### config.mk
export PLATFORM = sky130hd
export DESIGN_NAME = alu_req_arbiter
export DESIGN_NICKNAME = d
export VERILOG_FILES = /design/src/rtl/alu_req_arbiter_pkg.sv /design/src/rtl/alu_req_arbiter_alu.sv /design/src/rtl/alu_req_arbiter.sv
export SDC_FILE = /design/constraint.sdc
export NUM_CORES = 1
export LEC_CHECK = 0
export BUFFER_PORTS_ARGS = -buffer_cell sky130_fd_sc_hd__buf_2
export CAP_MARGIN = 10
export CORE_MARGIN = 3
export CORE_UTILIZATION = 40
export CTS_BUF_LIST = sky130_fd_sc_hd__clkbuf_2 sky130_fd_sc_hd__clkbuf_4 sky130_fd_sc_hd__clkbuf_8
export CTS_CLUSTER_SIZE = 10
export DETAILED_ROUTE_END_ITERATION = 6
export GPL_TIMING_DRIVEN = 1
export SLEW_MARGIN = 15
export SYNTH_ARGS = -nofsm -noshare
export SYNTH_HDL_FRONTEND = slang
export SYNTH_HIERARCHICAL = 1
export SYNTH_SLANG_ARGS = --single-unit
### constraint.sdc
create_clock -name clk -period 6.5 [get_ports clk]
set_input_delay 0.65 -clock clk [delete_from_list [all_inputs] [get_ports clk]]
set_output_delay 0.65 -clock clk [all_outputs]
set_load 0.005 [all_outputs]
### src/rtl/alu_req_arbiter_pkg.sv
// alu_arb_pkg: definitions shared by the ALU request arbiter and its ALU.
//   - opcode map seen by requesters and by the ALU
//   - arbiter FSM state encoding
//   - requester ID constants carried on rsp_id
package alu_arb_pkg;

  localparam logic [1:0] OP_ADD = 2'd0;
  localparam logic [1:0] OP_SUB = 2'd1;
  localparam logic [1:0] OP_SHL = 2'd2;
  localparam logic [1:0] OP_RSV = 2'd3;

  typedef enum logic [1:0] {
    IDLE = 2'd0,
    EXEC = 2'd1,
    RESP = 2'd2
  } arb_state_e;

  localparam logic REQ_ID_0 = 1'b0;
  localparam logic REQ_ID_1 = 1'b1;

endpackage

### src/rtl/alu_req_arbiter_alu.sv
// alu_req_arbiter_alu: the shared combinational ALU.
//   Opcode     in  2                opcode (alu_arb_pkg map)
//   In_a, In_b in  num_bit_of_data  operands
//   Shift_dist in  num_shift_bit    left-shift distance
//   Out_data   out num_bit_of_data  result, modulo 2^num_bit_of_data
// The reserved opcode returns 0; the arbiter masks it anyway.
module alu_req_arbiter_alu
  import alu_arb_pkg::*;
#(
  parameter int num_bit_of_data = 32,
  parameter int num_shift_bit   = 3
) (
  input  logic [1:0]                 Opcode,
  input  logic [num_bit_of_data-1:0] In_a,
  input  logic [num_bit_of_data-1:0] In_b,
  input  logic [num_shift_bit-1:0]   Shift_dist,
  output logic [num_bit_of_data-1:0] Out_data
);

  always_comb begin
    Out_data = '0;
    case (Opcode)
      OP_ADD:  Out_data = In_a + In_b;
      OP_SUB:  Out_data = In_a - In_b;
      OP_SHL:  Out_data = In_a << Shift_dist;
      default: Out_data = '0;
    endcase
  end

endmodule

### src/rtl/alu_req_arbiter.sv
// alu_req_arbiter: shares one ALU between two valid/ready requesters with
// round-robin arbitration and a single ID-tagged response channel.
//   clk, rst_n                    clock / async active-low reset
//   reqN_valid/ready              command handshake, N = 0,1
//   reqN_opcode/a/b/dist          command payload
//   rsp_valid/ready               response handshake
//   rsp_id/data/err               response payload (err = reserved opcode)
//   done_count                    completed responses, wraps
//
// state | meaning
// IDLE  | arbitrate; accept one command and latch its payload
// EXEC  | ALU driven from latched operands; capture result
// RESP  | hold response until rsp_ready; then update pointer and count
module alu_req_arbiter
  import alu_arb_pkg::*;
#(
  parameter int num_bit_of_data = 32,
  parameter int num_shift_bit   = 3,
  parameter int cnt_width       = 16
) (
  input  logic                       clk,
  input  logic                       rst_n,
  input  logic                       req0_valid,
  output logic                       req0_ready,
  input  logic [1:0]                 req0_opcode,
  input  logic [num_bit_of_data-1:0] req0_a,
  input  logic [num_bit_of_data-1:0] req0_b,
  input  logic [num_shift_bit-1:0]   req0_dist,
  input  logic                       req1_valid,
  output logic                       req1_ready,
  input  logic [1:0]                 req1_opcode,
  input  logic [num_bit_of_data-1:0] req1_a,
  input  logic [num_bit_of_data-1:0] req1_b,
  input  logic [num_shift_bit-1:0]   req1_dist,
  output logic                       rsp_valid,
  input  logic                       rsp_ready,
  output logic                       rsp_id,
  output logic [num_bit_of_data-1:0] rsp_data,
  output logic                       rsp_err,
  output logic [cnt_width-1:0]       done_count
);

  arb_state_e                 state_q, state_d;
  logic                       ptr_q, ptr_d;
  logic [1:0]                 op_q, op_d;
  logic [num_bit_of_data-1:0] a_q, a_d, b_q, b_d;
  logic [num_shift_bit-1:0]   dist_q, dist_d;
  logic                       id_q, id_d;
  logic                       rsp_valid_q, rsp_valid_d;
  logic [num_bit_of_data-1:0] rsp_data_q, rsp_data_d;
  logic                       rsp_err_q, rsp_err_d;
  logic [cnt_width-1:0]       done_q, done_d;

  logic                       grant_vld;
  logic                       grant_id;
  logic [num_bit_of_data-1:0] alu_out;

  // The pointer only matters on contention; a lone requester always wins.
  always_comb begin
    grant_vld = req0_valid | req1_valid;
    if (req0_valid && req1_valid) grant_id = ptr_q;
    else                          grant_id = req1_valid;
  end

  // rst_n gating keeps both readies low while reset is held.
  assign req0_ready = rst_n && (state_q == IDLE) && grant_vld && (grant_id == REQ_ID_0);
  assign req1_ready = rst_n && (state_q == IDLE) && grant_vld && (grant_id == REQ_ID_1);

  alu_req_arbiter_alu #(
    .num_bit_of_data (num_bit_of_data),
    .num_shift_bit   (num_shift_bit)
  ) u_alu (
    .Opcode     (op_q),
    .In_a       (a_q),
    .In_b       (b_q),
    .Shift_dist (dist_q),
    .Out_data   (alu_out)
  );

  always_comb begin
    state_d     = state_q;
    ptr_d       = ptr_q;
    op_d        = op_q;
    a_d         = a_q;
    b_d         = b_q;
    dist_d      = dist_q;
    id_d        = id_q;
    rsp_valid_d = rsp_valid_q;
    rsp_data_d  = rsp_data_q;
    rsp_err_d   = rsp_err_q;
    done_d      = done_q;
    case (state_q)
      IDLE: begin
        if (grant_vld) begin
          state_d = EXEC;
          id_d    = grant_id;
          op_d    = grant_id ? req1_opcode : req0_opcode;
          a_d     = grant_id ? req1_a      : req0_a;
          b_d     = grant_id ? req1_b      : req0_b;
          dist_d  = grant_id ? req1_dist   : req0_dist;
        end
      end
      EXEC: begin
        state_d     = RESP;
        rsp_valid_d = 1'b1;
        if (op_q == OP_RSV) begin
          rsp_data_d = '0;
          rsp_err_d  = 1'b1;
        end else begin
          rsp_data_d = alu_out;
          rsp_err_d  = 1'b0;
        end
      end
      RESP: begin
        if (rsp_ready) begin
          state_d     = IDLE;
          rsp_valid_d = 1'b0;
          done_d      = done_q + cnt_width'(1);
          ptr_d       = ~id_q;
        end
      end
      default: state_d = IDLE;
    endcase
  end

  always_ff @(posedge clk or negedge rst_n) begin
    if (!rst_n) begin
      state_q     <= IDLE;
      ptr_q       <= 1'b0;
      op_q        <= '0;
      a_q         <= '0;
      b_q         <= '0;
      dist_q      <= '0;
      id_q        <= 1'b0;
      rsp_valid_q <= 1'b0;
      rsp_data_q  <= '0;
      rsp_err_q   <= 1'b0;
      done_q      <= '0;
    end else begin
      state_q     <= state_d;
      ptr_q       <= ptr_d;
      op_q        <= op_d;
      a_q         <= a_d;
      b_q         <= b_d;
      dist_q      <= dist_d;
      id_q        <= id_d;
      rsp_valid_q <= rsp_valid_d;
      rsp_data_q  <= rsp_data_d;
      rsp_err_q   <= rsp_err_d;
      done_q      <= done_d;
    end
  end

  assign rsp_valid  = rsp_valid_q;
  assign rsp_id     = id_q;
  assign rsp_data   = rsp_data_q;
  assign rsp_err    = rsp_err_q;
  assign done_count = done_q;

endmodule

# Yosys cells after proc, flatten, opt, wreduce, memory -nomap -nowiden
# Cells that the tools add are included.
# totals
word_cells,50
input_bits,143
reg_bits,123
output_inout_bits,53
# classes
add_sub_neg,3
bitwise_logic,3
reduce_logical,12
shift,1
muxes,13
eq_ne,7
# ops
operator,n
32-bit two-way mux,3
32-bit case mux with 3 select lines,1
32-bit adder,1
32-bit by 3-bit left shift with 32-bit output,1
32-bit subtractor,1
16-bit by 1-bit adder with 16-bit output (second input constant),1
2-bit AND reduction,4
2-bit equality test (second input constant),3
2-bit two-way mux,3
2-bit case mux with 3 select lines,1
1-bit logical AND,5
2-bit by 1-bit equality test with 1-bit output (second input constant),2
2-bit zero test,2
2-bit != test (second input constant),2
1-bit two-way mux,3
3-bit two-way mux,1
1-bit inverter,2
1-bit case mux with 2 select lines,1
2-bit nonzero test,1
1-bit OR,1

# Logic depth before layout (Yosys ltp)
# depth
word_depth,4
ltp_mapped,16
ltp_nobuf,16

# By module
# Netlist, hierarchy kept.
# by_module_without_submodules
mod,n_inst,area_per_inst_um2,cells_each,seq_area_each_um2
alu_req_arbiter,1,5308.8,458,3078.0
alu_req_arbiter_alu,1,3779.9,538,0.0

# Least setup slack after synthesis
# No wires, ideal clock.
# synth_timing
path_kind,reg-to-reg
startpoint,reg b_q[12]
endpoint,reg rsp_data_q[30] (netlist: rsp_data[30])
setup_time_ps,121
n_path_buf,0
t_required_ps,6379
setup_slack_ps,2629
stages_incl_launch_ff,16
period_less_slack_ps,3871
arrival_ps,3750
path_cell_list,dfrtp_1 or4_4 or4_4 nor4_4 nand2_2 o21ai_0 xor2_1 ha_1 a21oi_1 o21ai_0 a21oi_1 nor3_1 a31oi_1 o21ai_0 a211o_1 a22o_1
# synth_via
elab_chain_len,3
word_cells_on_any_way,4
# synth_lines
element,line_no,source
"start, declared",alu_req_arbiter.sv:46,"logic [num_bit_of_data-1:0] a_q, a_d, b_q, b_d;"
"start signal, assigned",alu_req_arbiter.sv:132,b_q <= '0;
"start signal, assigned",alu_req_arbiter.sv:144,b_q <= b_d;
32-bit subtractor or 32-bit adder (tied branches),"alu_req_arbiter_alu.sv:24, alu_req_arbiter_alu.sv:23",
32-bit case mux with 3 select lines *,alu_req_arbiter_alu.sv:22,case (Opcode)
named net alu_out[30],alu_req_arbiter.sv:56,logic [num_bit_of_data-1:0] alu_out;
32-bit two-way mux *,alu_req_arbiter.sv:106,if (op_q == OP_RSV) begin
"end signal, assigned",alu_req_arbiter.sv:148,rsp_data_q <= rsp_data_d;
"end, declared",alu_req_arbiter.sv:50,"logic [num_bit_of_data-1:0] rsp_data_q, rsp_data_d;"
# The timed path passes the listed nets; every way through them passes the cells marked *.
# A chain may end at the register's enable or synchronous reset.

# Final worst setup path
# Same ends and word-level chain as after synthesis.

==> results.sh <==
export IMPL_synth_top_cell_by_area="dfrtp_1"
export IMPL_synth_seq_cells=123
export IMPL_critical_path_most_common_cell="o21ai_0"
export IMPL_die_y_um=157
export IMPL_syn_area_sq_um=9090
export IMPL_synth_common_cells="a21oi_1, dfrtp_1, mux2i_1, nor2_1, nand2_1"
export IMPL_synthCells=996
export IMPL_drtAntennaViolNets=0
export IMPL_dp_hpwl_um=19900
export IMPL_cts_buffers_inserted=17
export IMPL_end_kind="flip-flop"
export IMPL_max_cap_viol_count=0
export IMPL_syn_to_final_growth_pct=16.9
export IMPL_worst_setup_path_start_kind="flip-flop"
export IMPL_viasPerCell=5.58
export IMPL_core_area_sq_um=22100
export IMPL_r2r_slack_ns=2.11
export IMPL_cp_arrival_ns=4.73
export IMPL_clk_pin_slew_ns=0.08
export IMPL_crit_type="reg2reg"
export IMPL_crit_path_max_fanout=6
export IMPL_critPathSlowestCell="or4_4"
export IMPL_dr_pass1_iters=7
export IMPL_final_nets=1337
export IMPL_drive_above_1_share_pct=23.1
export IMPL_gp_congestion=0.948
export IMPL_regArea_sq_um=3080
export IMPL_met1Wirelength_um=13300
export IMPL_antenna_found_initial=0
export IMPL_hold_path_class="in2async"
export IMPL_grt_overflow=0
export IMPL_diodes=0
export IMPL_clockBufferDepth=2
export IMPL_yosysMostFrequentCell="a21oi_1"
export IMPL_cpPeakStageDelay_ns=0.55
export IMPL_tritoncts="done"
export IMPL_required_ns=6.84
export IMPL_drv_slew=0
export IMPL_synth_ff_type="dfrtp_1"
export IMPL_wl_met2_um=10500
export IMPL_cp_top_family="simple AND/OR/NAND/NOR gates"
export IMPL_clk_latency_ns=0.45
export IMPL_path_cells="or4_4, or4_4, nor4_4, nand2_2, o21ai_0, xor2_1, ha_1, a21oi_1, o21ai_0, a21oi_1, nor3_1, a31oi_1, o21ai_0, a211o_1, a22o_1"
export IMPL_cts_sinks=123
export IMPL_vias=8110
export IMPL_fmax_mhz=228
export IMPL_async_flop_share_pct=100
export IMPL_n_fill_cell=2125
export IMPL_rows=54
export IMPL_grt_pass1_wl_um=41000
export IMPL_cts_setup_buffers=0
export IMPL_wl_met3_um=1450
export IMPL_yosys_warnings=6
export IMPL_cts_resized_gates=0
export IMPL_grt_pass1_vias=7506
export IMPL_rsz0062_at_grt="false"
export IMPL_io_pins=196
export IMPL_ctsHtreeMaxLevel=4
export IMPL_path_buf_inv=0
export IMPL_ys_types=72
export IMPL_fin_crit_ns=4.39
export IMPL_die_x_um=157
export IMPL_ctsHoldBuffers=0
export IMPL_r2r_start="b_q[12]"
export IMPL_synth_edf_count=0
export IMPL_synth_nets=1173
export IMPL_violations="design-rule violations"
export IMPL_initial_utilization_pct=41.1
export IMPL_synth_seq_area_share_pct=33.9
export IMPL_fin_skew_ns=0.0199
export IMPL_setup_violations=0
export IMPL_final_setup_tns_ns=0
export IMPL_maxSlewHeadroom_pct=29.9
export IMPL_wl_um=25700
export IMPL_grt_max_degree=119
export IMPL_grtUsageTotal_pct=20.9
export IMPL_synth_top_cell_area_share_pct=33.9
export IMPL_synthTopCellsByArea="dfrtp_1, mux2i_1, a21oi_1"
export IMPL_drt_iter0_drc=660
export IMPL_clockRootBuffer="clkbuf_8"
export IMPL_tightest_slew_ns=1.05
export IMPL_synth_avg_cell_area_sq_um=9.13
export IMPL_reg2reg_depth=15
export IMPL_drc=3
export IMPL_multi_input_area_sq_um=5590
export IMPL_timing_rr_end="rsp_data[30]"
export IMPL_die_area_sq_um=24600
export IMPL_hold_viol_final=0
export IMPL_period_share_pct=67.6
export IMPL_routedWlPerCell_um=17.7
export IMPL_status="finished, violations left"
export IMPL_routed_top_layer="met4"
export IMPL_port_buffers=195
how the worst max path moves through the flow:
stage,startpoint,end,slack [ns],cells after the start
floorplan,b_q[12],rsp_data[30],2.63,15
global placement,b_q[12],rsp_data[29],2.23,14
detailed placement,b_q[12],rsp_data[29],2.17,14
CTS,b_q[12],rsp_data[29],2.15,14
global route,b_q[4],rsp_data[24],1.81,14
finish,b_q[12],rsp_data[30],2.11,15
layer usage:
metal / vias up / GRT usage [%]
met1: 3800 / 33.9
met3: 23 / 3.01
met2: 283 / 28.5
met4: 0 / 5.42
li1: 4004 / -
met5: - / 0
cell usage in the layout (no fill, tap or decap), types with 4 or more instances in the layout:
cell       synthesis  layout
clkbuf_8           0      17
o21ai_0           38      38
mux2_2             6       6
nand3_1           15      15
bufinv_16          0       5
a21oi_1          133     133
nor4_1             8       8
inv_1             21      21
a211oi_1           6       6
mux4_2             8       8
buf_4              5      11
mux2i_1          116     116
a22o_1            32      32
nand2_1           60      60
a21o_1             7       7
dfrtp_1          123     123
a311oi_1           4       4
and3_1            11      11
clkinv_4           0       4
o21a_1             5       5
a31oi_1            7       7
buf_2              9     194
ha_1              33      33
xor2_1            25      25
nand4_1            7       7
nor3_1             7       7
nor2b_1            7       7
a21boi_0           4       4
o22ai_1           20      20
xnor2_1           42      42
nand2b_1          10      10
nor2_1           112     112
o211ai_1           5       5
o32ai_1            4       4
registers in the layout, summed over array words and instances, names as in the netlist:
name        count
state_q         2
b_q            32
rsp_err         1
rsp_id          1
done_count     16
dist_q          3
ptr_q           1
a_q            32
op_q            2
rsp_valid       1
rsp_data       32
worst register-to-register path: stages, from the launching register on:
cell and delay [ns]:
dfrtp_1 0.43, or4_4 0.55, or4_4 0.48, nor4_4 0.38
nand2_2 0.14, o21ai_0 0.21, xor2_1 0.25, ha_1 0.34
a21oi_1 0.24, o21ai_0 0.16, a21oi_1 0.29, nor3_1 0.08
a31oi_1 0.15, o21ai_0 0.10, a211o_1 0.30, a22o_1 0.19
area by class of cell:
type | count | share of cell area [%]
multi-input combinational | 791 | 52.7
tap | 280 | 3.30
clock inverter | 13 | 2.04
timing repair buffer | 205 | 9.92
clock buffer | 19 | 2.34
inverter | 22 | 0.777
sequential | 123 | 29.0
per-stage QoR:
stage	hold WS, ns	setup slack (ns)	instances	util [%]	instance area, sq um
after global routing	0.311	1.81	1453	48.1	10600
final	0.267	2.11	1453	48.1	10600
after global placement	0.457	2.23	1421	46.0	10200
after CTS	0.287	2.15	1453	48.1	10600
after floorplan	0.354	2.63	996	-	9090
after detailed placement	0.466	2.17	1421	46.0	10200
kinds of logic (layout without fill, tap and decap cells):
group | Yosys count | count (layout) | share of synthesized area [%]
XOR/XNOR | 67 | 67 | 6.46
buffers and inverters | 82 | 259 | 4.71
adder cells (fa/ha/maj) | 34 | 34 | 4.76
AND/OR/NAND/NOR | 260 | 260 | 13.8
AO/OA/AOI/OAI | 300 | 300 | 20.9
multiplexers | 130 | 130 | 15.5
flip-flops | 123 | 123 | 33.9
Power is left out: the tool's default activity adds up to more than one toggle a clock period on the data nets, which glitch-free logic cannot reach.
